<file path="src/rtl/mc_sequencer.sv">
// mc_sequencer: multi-cycle control sequencer for a MIPS datapath.
// Steps each instruction through fetch, decode, execute, memory and
// writeback. Memory accesses wait on mem_ready, and a wait counter guards
// against a memory that never answers. ILLEGAL and ERROR are terminal
// states that only rst leaves. All control outputs are combinational
// decodes of the current state and are forced to 0 while rst is high.
// Optional build macro MC_SEQ_PERF_EN adds cycle and instruction counters.
module mc_sequencer #(
    parameter int WAIT_W = 8
) (
    input  logic        clk,
    input  logic        rst,
    input  logic [31:0] instr,
    input  logic        mem_ready,
    input  logic        zero,
    input  logic        syscall_done,
    output logic        mem_read,
    output logic        mem_write,
    output logic        iord,
    output logic        ir_write,
    output logic        pc_write,
    output logic [1:0]  pc_source,
    output logic        alu_src_a,
    output logic [1:0]  alu_src_b,
    output logic [2:0]  alu_op,
    output logic        reg_write,
    output logic [1:0]  reg_dst,
    output logic [1:0]  mem_to_reg,
    output logic        syscall,
    output logic        illegal,
    output logic        mem_error
`ifdef MC_SEQ_PERF_EN
    ,
    output logic [31:0] cycle_count,
    output logic [31:0] instr_count
`endif
);

    typedef enum logic [3:0] {
        S_FETCH    = 4'd0,
        S_DECODE   = 4'd1,
        S_EXEC_R   = 4'd2,
        S_WB_R     = 4'd3,
        S_EXEC_I   = 4'd4,
        S_WB_I     = 4'd5,
        S_MEM_ADDR = 4'd6,
        S_MEM_RD   = 4'd7,
        S_WB_MEM   = 4'd8,
        S_MEM_WR   = 4'd9,
        S_BRANCH   = 4'd10,
        S_JUMP     = 4'd11,
        S_JR       = 4'd12,
        S_SYSCALL  = 4'd13,
        S_ILLEGAL  = 4'd14,
        S_ERROR    = 4'd15
    } state_t;

    // Primary opcodes
    localparam logic [5:0] OP_RTYPE = 6'b000000;
    localparam logic [5:0] OP_J     = 6'b000010;
    localparam logic [5:0] OP_JAL   = 6'b000011;
    localparam logic [5:0] OP_BEQ   = 6'b000100;
    localparam logic [5:0] OP_BNE   = 6'b000101;
    localparam logic [5:0] OP_ADDI  = 6'b001000;
    localparam logic [5:0] OP_ADDIU = 6'b001001;
    localparam logic [5:0] OP_ORI   = 6'b001101;
    localparam logic [5:0] OP_LUI   = 6'b001111;
    localparam logic [5:0] OP_LW    = 6'b100011;
    localparam logic [5:0] OP_SW    = 6'b101011;

    // R-type function codes
    localparam logic [5:0] FN_NOP     = 6'b000000;
    localparam logic [5:0] FN_JR      = 6'b001000;
    localparam logic [5:0] FN_SYSCALL = 6'b001100;
    localparam logic [5:0] FN_ADD     = 6'b100000;
    localparam logic [5:0] FN_SUB     = 6'b100010;
    localparam logic [5:0] FN_AND     = 6'b100100;
    localparam logic [5:0] FN_OR      = 6'b100101;
    localparam logic [5:0] FN_SLT     = 6'b101010;

    // ALU operation encodings
    localparam logic [2:0] ALU_AND = 3'b000;
    localparam logic [2:0] ALU_OR  = 3'b001;
    localparam logic [2:0] ALU_ADD = 3'b010;
    localparam logic [2:0] ALU_LUI = 3'b011;
    localparam logic [2:0] ALU_SUB = 3'b110;
    localparam logic [2:0] ALU_SLT = 3'b111;

    // Selects the state that follows DECODE for the instruction in IR.
    function automatic state_t decode_next(input logic [5:0] op, input logic [5:0] fn);
        state_t nxt;
        case (op)
            OP_RTYPE: begin
                case (fn)
                    FN_ADD, FN_SUB, FN_AND, FN_OR, FN_SLT: nxt = S_EXEC_R;
                    FN_JR:      nxt = S_JR;
                    FN_SYSCALL: nxt = S_SYSCALL;
                    FN_NOP:     nxt = S_FETCH;
                    default:    nxt = S_ILLEGAL;
                endcase
            end
            OP_ADDI, OP_ADDIU, OP_ORI, OP_LUI: nxt = S_EXEC_I;
            OP_LW, OP_SW:   nxt = S_MEM_ADDR;
            OP_BEQ, OP_BNE: nxt = S_BRANCH;
            OP_J, OP_JAL:   nxt = S_JUMP;
            default:        nxt = S_ILLEGAL;
        endcase
        return nxt;
    endfunction

    // ALU operation for a register-register instruction.
    function automatic logic [2:0] rtype_alu_op(input logic [5:0] fn);
        logic [2:0] aop;
        case (fn)
            FN_SUB:  aop = ALU_SUB;
            FN_AND:  aop = ALU_AND;
            FN_OR:   aop = ALU_OR;
            FN_SLT:  aop = ALU_SLT;
            default: aop = ALU_ADD;
        endcase
        return aop;
    endfunction

    // ALU operation for an immediate-form instruction.
    function automatic logic [2:0] itype_alu_op(input logic [5:0] op);
        logic [2:0] aop;
        case (op)
            OP_ORI:  aop = ALU_OR;
            OP_LUI:  aop = ALU_LUI;
            default: aop = ALU_ADD;
        endcase
        return aop;
    endfunction

    state_t              r_state;
    state_t              w_next;
    logic [WAIT_W-1:0]   r_wait_cnt;
    logic                w_wait_full;
    logic                w_waiting;
    logic [5:0]          w_op;
    logic [5:0]          w_funct;
    logic                w_unused_ir;

    logic        w_mem_read;
    logic        w_mem_write;
    logic        w_iord;
    logic        w_ir_write;
    logic        w_pc_write;
    logic [1:0]  w_pc_source;
    logic        w_alu_src_a;
    logic [1:0]  w_alu_src_b;
    logic [2:0]  w_alu_op;
    logic        w_reg_write;
    logic [1:0]  w_reg_dst;
    logic [1:0]  w_mem_to_reg;
    logic        w_syscall;
    logic        w_illegal;
    logic        w_mem_error;

    assign w_op        = instr[31:26];
    assign w_funct     = instr[5:0];
    // Register fields and immediates are consumed by the datapath, not here.
    assign w_unused_ir = ^instr[25:6];
    assign w_wait_full = (r_wait_cnt == {WAIT_W{1'b1}});
    assign w_waiting   = (r_state == S_FETCH) || (r_state == S_MEM_RD) ||
                         (r_state == S_MEM_WR);

    // State register; reset returns to FETCH and abandons any instruction.
    always_ff @(posedge clk) begin
        if (rst) begin
            r_state <= S_FETCH;
        end else begin
            r_state <= w_next;
        end
    end

    // Memory wait counter: counts stalled cycles, cleared by any state change.
    always_ff @(posedge clk) begin
        if (rst) begin
            r_wait_cnt <= {WAIT_W{1'b0}};
        end else if (w_next != r_state) begin
            r_wait_cnt <= {WAIT_W{1'b0}};
        end else if (w_waiting && !mem_ready) begin
            r_wait_cnt <= r_wait_cnt + {{(WAIT_W-1){1'b0}}, 1'b1};
        end else begin
            r_wait_cnt <= r_wait_cnt;
        end
    end

    // Next-state and control decode from the current state.
    always_comb begin
        w_next       = r_state;
        w_mem_read   = 1'b0;
        w_mem_write  = 1'b0;
        w_iord       = 1'b0;
        w_ir_write   = 1'b0;
        w_pc_write   = 1'b0;
        w_pc_source  = 2'b00;
        w_alu_src_a  = 1'b0;
        w_alu_src_b  = 2'b00;
        w_alu_op     = 3'b000;
        w_reg_write  = 1'b0;
        w_reg_dst    = 2'b00;
        w_mem_to_reg = 2'b00;
        w_syscall    = 1'b0;
        w_illegal    = 1'b0;
        w_mem_error  = 1'b0;
        case (r_state)
            S_FETCH: begin
                // PC+4 is computed by the ALU while the instruction is read.
                w_mem_read  = 1'b1;
                w_alu_src_b = 2'b01;
                w_alu_op    = ALU_ADD;
                if (mem_ready) begin
                    w_ir_write = 1'b1;
                    w_pc_write = 1'b1;
                    w_next     = S_DECODE;
                end else if (w_wait_full) begin
                    w_next = S_ERROR;
                end else begin
                    w_next = S_FETCH;
                end
            end
            S_DECODE: begin
                // Branch target is precomputed into ALUOut here.
                w_alu_src_b = 2'b11;
                w_alu_op    = ALU_ADD;
                w_next      = decode_next(w_op, w_funct);
            end
            S_EXEC_R: begin
                w_alu_src_a = 1'b1;
                w_alu_src_b = 2'b00;
                w_alu_op    = rtype_alu_op(w_funct);
                w_next      = S_WB_R;
            end
            S_WB_R: begin
                w_reg_write  = 1'b1;
                w_reg_dst    = 2'b01;
                w_mem_to_reg = 2'b00;
                w_next       = S_FETCH;
            end
            S_EXEC_I: begin
                w_alu_src_a = 1'b1;
                w_alu_src_b = 2'b10;
                w_alu_op    = itype_alu_op(w_op);
                w_next      = S_WB_I;
            end
            S_WB_I: begin
                w_reg_write  = 1'b1;
                w_reg_dst    = 2'b00;
                w_mem_to_reg = 2'b00;
                w_next       = S_FETCH;
            end
            S_MEM_ADDR: begin
                w_alu_src_a = 1'b1;
                w_alu_src_b = 2'b10;
                w_alu_op    = ALU_ADD;
                if (w_op == OP_SW) begin
                    w_next = S_MEM_WR;
                end else begin
                    w_next = S_MEM_RD;
                end
            end
            S_MEM_RD: begin
                w_mem_read = 1'b1;
                w_iord     = 1'b1;
                if (mem_ready) begin
                    w_next = S_WB_MEM;
                end else if (w_wait_full) begin
                    w_next = S_ERROR;
                end else begin
                    w_next = S_MEM_RD;
                end
            end
            S_WB_MEM: begin
                w_reg_write  = 1'b1;
                w_reg_dst    = 2'b00;
                w_mem_to_reg = 2'b01;
                w_next       = S_FETCH;
            end
            S_MEM_WR: begin
                w_mem_write = 1'b1;
                w_iord      = 1'b1;
                if (mem_ready) begin
                    w_next = S_FETCH;
                end else if (w_wait_full) begin
                    w_next = S_ERROR;
                end else begin
                    w_next = S_MEM_WR;
                end
            end
            S_BRANCH: begin
                w_alu_src_a = 1'b1;
                w_alu_src_b = 2'b00;
                w_alu_op    = ALU_SUB;
                w_pc_source = 2'b01;
                if (w_op == OP_BNE) begin
                    w_pc_write = ~zero;
                end else begin
                    w_pc_write = zero;
                end
                w_next = S_FETCH;
            end
            S_JUMP: begin
                // PC already holds PC+4, which is the JAL link value.
                w_pc_write  = 1'b1;
                w_pc_source = 2'b10;
                if (w_op == OP_JAL) begin
                    w_reg_write  = 1'b1;
                    w_reg_dst    = 2'b10;
                    w_mem_to_reg = 2'b10;
                end else begin
                    w_reg_write  = 1'b0;
                    w_reg_dst    = 2'b00;
                    w_mem_to_reg = 2'b00;
                end
                w_next = S_FETCH;
            end
            S_JR: begin
                w_pc_write  = 1'b1;
                w_pc_source = 2'b11;
                w_next      = S_FETCH;
            end
            S_SYSCALL: begin
                // The host may take arbitrarily long; no timeout here.
                w_syscall = 1'b1;
                if (syscall_done) begin
                    w_next = S_FETCH;
                end else begin
                    w_next = S_SYSCALL;
                end
            end
            S_ILLEGAL: begin
                w_illegal = 1'b1;
                w_next    = S_ILLEGAL;
            end
            S_ERROR: begin
                w_mem_error = 1'b1;
                w_next      = S_ERROR;
            end
            default: begin
                w_next = S_ERROR;
            end
        endcase
    end

    // Reset forces every control output low in the same cycle.
    assign mem_read   = rst ? 1'b0  : w_mem_read;
    assign mem_write  = rst ? 1'b0  : w_mem_write;
    assign iord       = rst ? 1'b0  : w_iord;
    assign ir_write   = rst ? 1'b0  : w_ir_write;
    assign pc_write   = rst ? 1'b0  : w_pc_write;
    assign pc_source  = rst ? 2'b00 : w_pc_source;
    assign alu_src_a  = rst ? 1'b0  : w_alu_src_a;
    assign alu_src_b  = rst ? 2'b00 : w_alu_src_b;
    assign alu_op     = rst ? 3'b000 : w_alu_op;
    assign reg_write  = rst ? 1'b0  : w_reg_write;
    assign reg_dst    = rst ? 2'b00 : w_reg_dst;
    assign mem_to_reg = rst ? 2'b00 : w_mem_to_reg;
    assign syscall    = rst ? 1'b0  : w_syscall;
    assign illegal    = rst ? 1'b0  : w_illegal;
    assign mem_error  = rst ? 1'b0  : w_mem_error;

`ifdef MC_SEQ_PERF_EN
    logic [31:0] r_cycle_count;
    logic [31:0] r_instr_count;

    // Performance counters: cycles, and instructions retired (re-entries to FETCH).
    always_ff @(posedge clk) begin
        if (rst) begin
            r_cycle_count <= 32'd0;
            r_instr_count <= 32'd0;
        end else begin
            r_cycle_count <= r_cycle_count + 32'd1;
            if ((w_next == S_FETCH) && (r_state != S_FETCH)) begin
                r_instr_count <= r_instr_count + 32'd1;
            end else begin
                r_instr_count <= r_instr_count;
            end
        end
    end

    assign cycle_count = r_cycle_count;
    assign instr_count = r_instr_count;
`endif

endmodule

</file>
<file path="config.mk">
export PLATFORM = sky130hd
export DESIGN_NAME = mc_sequencer
export DESIGN_NICKNAME = d
export VERILOG_FILES = /design/src/rtl/mc_sequencer.sv
export SDC_FILE = /design/constraint.sdc
export NUM_CORES = 1
export LEC_CHECK = 0
export BUFFER_PORTS_ARGS = -buffer_cell sky130_fd_sc_hd__buf_2
export CELL_PAD_IN_SITES_DETAIL_PLACEMENT = 0
export CELL_PAD_IN_SITES_GLOBAL_PLACEMENT = 1
export CORE_ASPECT_RATIO = 1.5
export CORE_MARGIN = 5
export CORE_UTILIZATION = 30
export DETAILED_ROUTE_END_ITERATION = 6
export MAX_ROUTING_LAYER = met4
export PLACE_DENSITY = 0.69
export SLEW_MARGIN = 10
export SYNTH_ARGS = -nofsm -noshare
export SYNTH_HDL_FRONTEND = slang
export SYNTH_SLANG_ARGS = --single-unit
</file>
<file path="constraint.sdc">
create_clock -name clk -period 4.4 [get_ports clk]
set_input_delay 0.44 -clock clk [delete_from_list [all_inputs] [get_ports clk]]
set_output_delay 0.44 -clock clk [all_outputs]
set_load 0.03 [all_outputs]
</file>
## Word-level counts from Yosys, hierarchy flattened

Cells that the tools add are included.

| storage, ports and cells | value |
|---|---|
| flip-flop bits (word level) | 12 |
| input port bits | 37 |
| output and inout bits | 21 |
| word-level logic and storage cells | 106 |

| cells by class | value |
|---|---|
| add/sub/neg operators | 1 |
| eq/ne operators | 34 |
| mux-type cells | 47 |
| bitwise logic cells | 1 |
| reductions and logical operators | 21 |

Operators by type and width:

| cell | number |
|---|---|
| one-hot mux 4 bit (11 select lines) | 1 |
| == test 6 bit (second input constant) | 7 |
| == test 6 x 4 -> 1 bit (second input constant) | 6 |
| == test 4 bit (second input constant) | 8 |
| 2-to-1 mux 4 bit | 7 |
| one-hot mux 3 bit (4 select lines) | 2 |
| 2-to-1 mux 1 bit | 21 |
| one-hot mux 4 bit (5 select lines) | 1 |
| == test 4 x 3 -> 1 bit (second input constant) | 4 |
| one-hot mux 4 bit (4 select lines) | 1 |
| OR reduction 2 bit | 8 |
| == test 6 x 2 -> 1 bit (second input constant) | 2 |
| == test 6 x 3 -> 1 bit (second input constant) | 2 |
| logical NOT 6 bit | 2 |
| one-hot mux 2 bit (2 select lines) | 3 |
| one-hot mux 2 bit (3 select lines) | 2 |
| 2-to-1 mux 2 bit | 5 |
| adder 8 x 1 -> 8 bit (second input constant) | 1 |
| == test 4 x 2 -> 1 bit (second input constant) | 2 |
| == test 8 bit (second input constant) | 1 |
| OR reduction 4 bit | 2 |
| 2-to-1 mux 3 bit | 2 |
| OR reduction 3 bit | 2 |
| OR reduction 6 bit | 1 |
| 10 further kinds | 11 |

## Longest topological paths before layout

| logic depth | value |
|---|---|
| word-level depth | 7 |
| gate-level depth with buffers | 8 |
| depth with buffers taken out | 7 |

## Worst setup path before layout

No wires, ideal clock.

| timing | value |
|---|---|
| kind | flip-flop to output port |
| start | register r_state[0] |
| end | output alu_op[0] |
| arrival time | 2.613 ns |
| data required time | 3.960 ns |
| setup slack | 1.347 ns |
| stages on the path, launching flop included | 7 |
| buffers on the path | 3 |
| path through | dfxtp_1 -> clkbuf_1 -> buf_6 -> clkbuf_1 -> nor4b_1 -> nor2_1 -> a21oi_1 |

| on the way | value |
|---|---|
| word-level cells in the longest chain between the ends | 4 |
| elaborated cells on any way between the ends | 9 |
| classes of those cells | eq/ne: 5; mux: 2; reduce/logical: 2 |

RTL lines:

| element | line | RTL |
|---|---|---|
| start: declaration | 135 | `state_t r_state;` |
| start signal: assignment | 173 | `r_state <= w_next;` |
| == test 4 x 3 -> 1 bit (tied with other cells) | 208 | `case (r_state)` |
| OR reduction 3 bit (no source line) | - |  |
| one-hot mux 3 bit (4 select lines) (*) | 208 |  |
| 2-to-1 mux 3 bit (*) | 356 | `assign alu_op = rst ? 3'b000 : w_alu_op;` |
| end: declaration | 25 | `output logic [2:0] alu_op,` |

Mark *: on every way between the ends. The rest lies on a longest branch, timed or not.

## Final worst setup path

| timing | value |
|---|---|
| start | register r_state[1] |
| end | output reg_write |

| on the way | value |
|---|---|
| word-level cells in the longest chain between the ends | 4 |
| elaborated cells on any way between the ends | 7 |
| classes of those cells | eq/ne: 4; mux: 2; reduce/logical: 1 |

RTL lines:

| element | line | RTL |
|---|---|---|
| == test 4 bit (tied with other cells) | 208 |  |
| OR reduction 3 bit (no source line) | - |  |
| one-hot mux 1 bit (2 select lines) (*) | 208 |  |
| 2-to-1 mux 1 bit (*) | 357 | `assign reg_write = rst ? 1'b0 : w_reg_write;` |
| end: declaration | 26 | `output logic reg_write,` |

Marks and branches as above.

==> impl_metrics.tcl <==
set metrics [dict create \
    start_kind "flip-flop" \
    critPathKind "reg -> out" \
    synth_area_mm2 0.00154 \
    synth_nets 247 \
    slowest_delay_ns 0.93 \
    cts_sinks 12 \
    drt_first_iter_violations 65 \
    syn_inst 209 \
    antenna_found_initial 0 \
    seq_area_frac_synth 0.156 \
    globalplace.congestion 0.826 \
    place.detailed.hpwl_um 3430 \
    ys_types 59 \
    status "finished, final reports clean" \
    die_y_um 97.9 \
    cts_buffers 3 \
    cp.required_ns 3.96 \
    dpl_cell_area_mm2 0.00170 \
    synth-edff-count 0 \
    p_per_area_mw_per_mm2 452 \
    initial_core_util 0.304 \
    yosys_warnings 0 \
    vias 1671 \
    rows 32 \
    syn_to_final_growth_pct 13.0 \
    grt_pass1_vias 1568 \
    max_slew_margin 0.373 \
    fin_nets 270 \
    core_area_mm2 0.00508 \
    synth_top_area_share 0.156 \
    drtPass1Iterations 4 \
    setup_ws_ns 1.50 \
    cts_max_path_buffers 2 \
    fin_util 0.343 \
    cts_resized 0 \
    p_leak_nw 0.634 \
    fin_cells 298 \
    crit_slowest_cell "dfxtp_1" \
    drv_cap 0 \
    ioPinCount 58 \
    ys_top_cells_by_area "dfxtp_1 16%, nor3_2 5.8%, nor3_1 5.2%" \
    rsz0062_at_grt "false" \
    finalSetupViolations 0 \
    drc 0 \
    post_cts_buffers 0 \
    hold_class "reg -> reg" \
    fin_total_pwr_uw 788 \
    hold_viol 0 \
    synth_top_flop_cell "dfxtp_1" \
    finClkSkew_ns 0.00117 \
    fp.dieW_um 68.6 \
    n_antenna_cell 0 \
    setup-tns-final_ns 0 \
    period_needed_ns 2.90 \
    clk_pin_slew_ns 0.05 \
    grt_max_degree 32 \
    ys_ff_latch 12 \
    wl_um 4600 \
    grtUsageTotal 0.142 \
    dieArea_mm2 0.00671 \
    ant_nets 0 \
    worst_pin_slew_ns 0.939 \
    fin_area_mm2 0.00174 \
    timing.final.max_slew_violations 0 \
    place_inst 295 \
    worstPathMaxFanout 31 \
    ir_drop_uv 146 \
    grt_pass1_wl_um 7360 \
    avgViaCountPerCell 5.61 \
    cts_tree "built" \
    drive_gt1_frac 0.274 \
    cts.htree.levels 1 \
    timing.hold.ws_ns 0.553 \
    avgSynthCellArea_um2 7.39 \
    clock.fmax_mhz 344 \
    async_reset_ff_frac 0 \
    min_period_over_period 0.660 \
    clock_latency_ns 0.24 \
    cp_data_arrival_time_ns 2.46 \
    cp-end-kind "output port" \
    root_buffer "clkbuf_8" \
    grt_overflow_total 0 \
    synth.largest_area_cell "dfxtp_1" \
    cts_hold_buf 0 \
    routedWlPerCell_um 15.4 \
    pre_cts_slack_ns 1.70 \
    crit_chain "nand2_1, or2_2, nor4_1, o21bai_1, buf_2" \
    port_buffers 37 \
]
==> sequential cells by signal, indices dropped and copies added, names as in the netlist <==
register    cells
r_state         4
r_wait_cnt      8
==> per-layer routing <==
layer	routed length (um)	vias to the layer above	GRT usage
li1	-	828	-
met1	1910	775	0.164
met2	2370	55	0.236
met3	158	13	0.0127
met4	169	0	0.0704
met5	0	-	-
==> placed cells by master (no fill, tap or decap), types with 2 or more instances in the layout <==
master    Yosys  layout
nand2_1      12      12
xor2_1        4       4
o21bai_1      4       4
o31ai_1       2       2
nor2_1       20      20
or2_2         2       2
a31o_2        2       2
nand3b_1      3       3
a211oi_1      2       2
inv_1         6       6
nor2b_1       4       4
buf_2         4      37
o211ai_1      2       2
nor4_1        6       6
nand2b_1      7       7
a32oi_1       2       2
a21oi_1       9       9
xnor2_1       4       4
and3_1        4       4
nand4_1       4       4
or3_1         4       4
a21o_1        3       3
clkbuf_8      0       3
a31oi_1       4       4
nand3_1       4       4
o22a_1        2       2
nor3_2        9       9
or4_1         3       3
dfxtp_1      12      12
o21ai_0       9       9
nor3_1       16      16
==> cells by family (layout without fill, tap and decap cells) <==
family,after synthesis,after routing,share of synthesized area
mux,2,2,0.0138
compound gates,52,52,0.261
xor+xnor,8,8,0.0454
simple gates,109,109,0.429
flops,12,12,0.156
fa+ha+maj,1,1,0.00810
buf+inv,25,46,0.0867
==> synth_stat cells (6+ instances only) <==
master	count
nor3_1	16
nor3_2	9
nor4_1	6
nor2_1	20
dfxtp_1	12
clkbuf_1	8
nand2b_1	7
nand2_1	12
o21ai_0	9
a21oi_1	9
inv_1	6
==> worst max-delay path: cells and delay by family, from the launching register on <==
family	cells	cell delay [ns]
flops	1	0.93
simple gates	3	0.92
buf+inv	1	0.21
compound gates	1	0.16
==> cell type report <==
cell class / count / area, um2
multi-input cells: 172 / 1170
inverters: 6 / 22.5
repair buffers: 37 / 185
flip-flops and latches: 12 / 240
fillers: 584 / 3340
well taps: 68 / 85.1
clock buffers: 3 / 41.3
==> worst paths after layout <==
path	slack [ns]	from	end	depth (start not counted)
setup / recovery	1.50	r_state[1]	reg_write	5
hold / removal	0.55	r_wait_cnt[5]	r_wait_cnt[5]	2
setup reg to reg	1.88	r_state[2]	r_wait_cnt[0]	6
hold reg to reg	0.55	r_wait_cnt[5]	r_wait_cnt[5]	2
==> report_power, final <==
group / total [mW] / leakage (nW) / switching (mW) / internal [mW]
Sequential: 0.210 / 0.0976 / 0.0865 / 0.124
Clock: 0.0980 / 0.0216 / 0.0379 / 0.0601
Combinational: 0.480 / 0.514 / 0.305 / 0.175
Note: power is estimated with default switching activity, not from simulation.
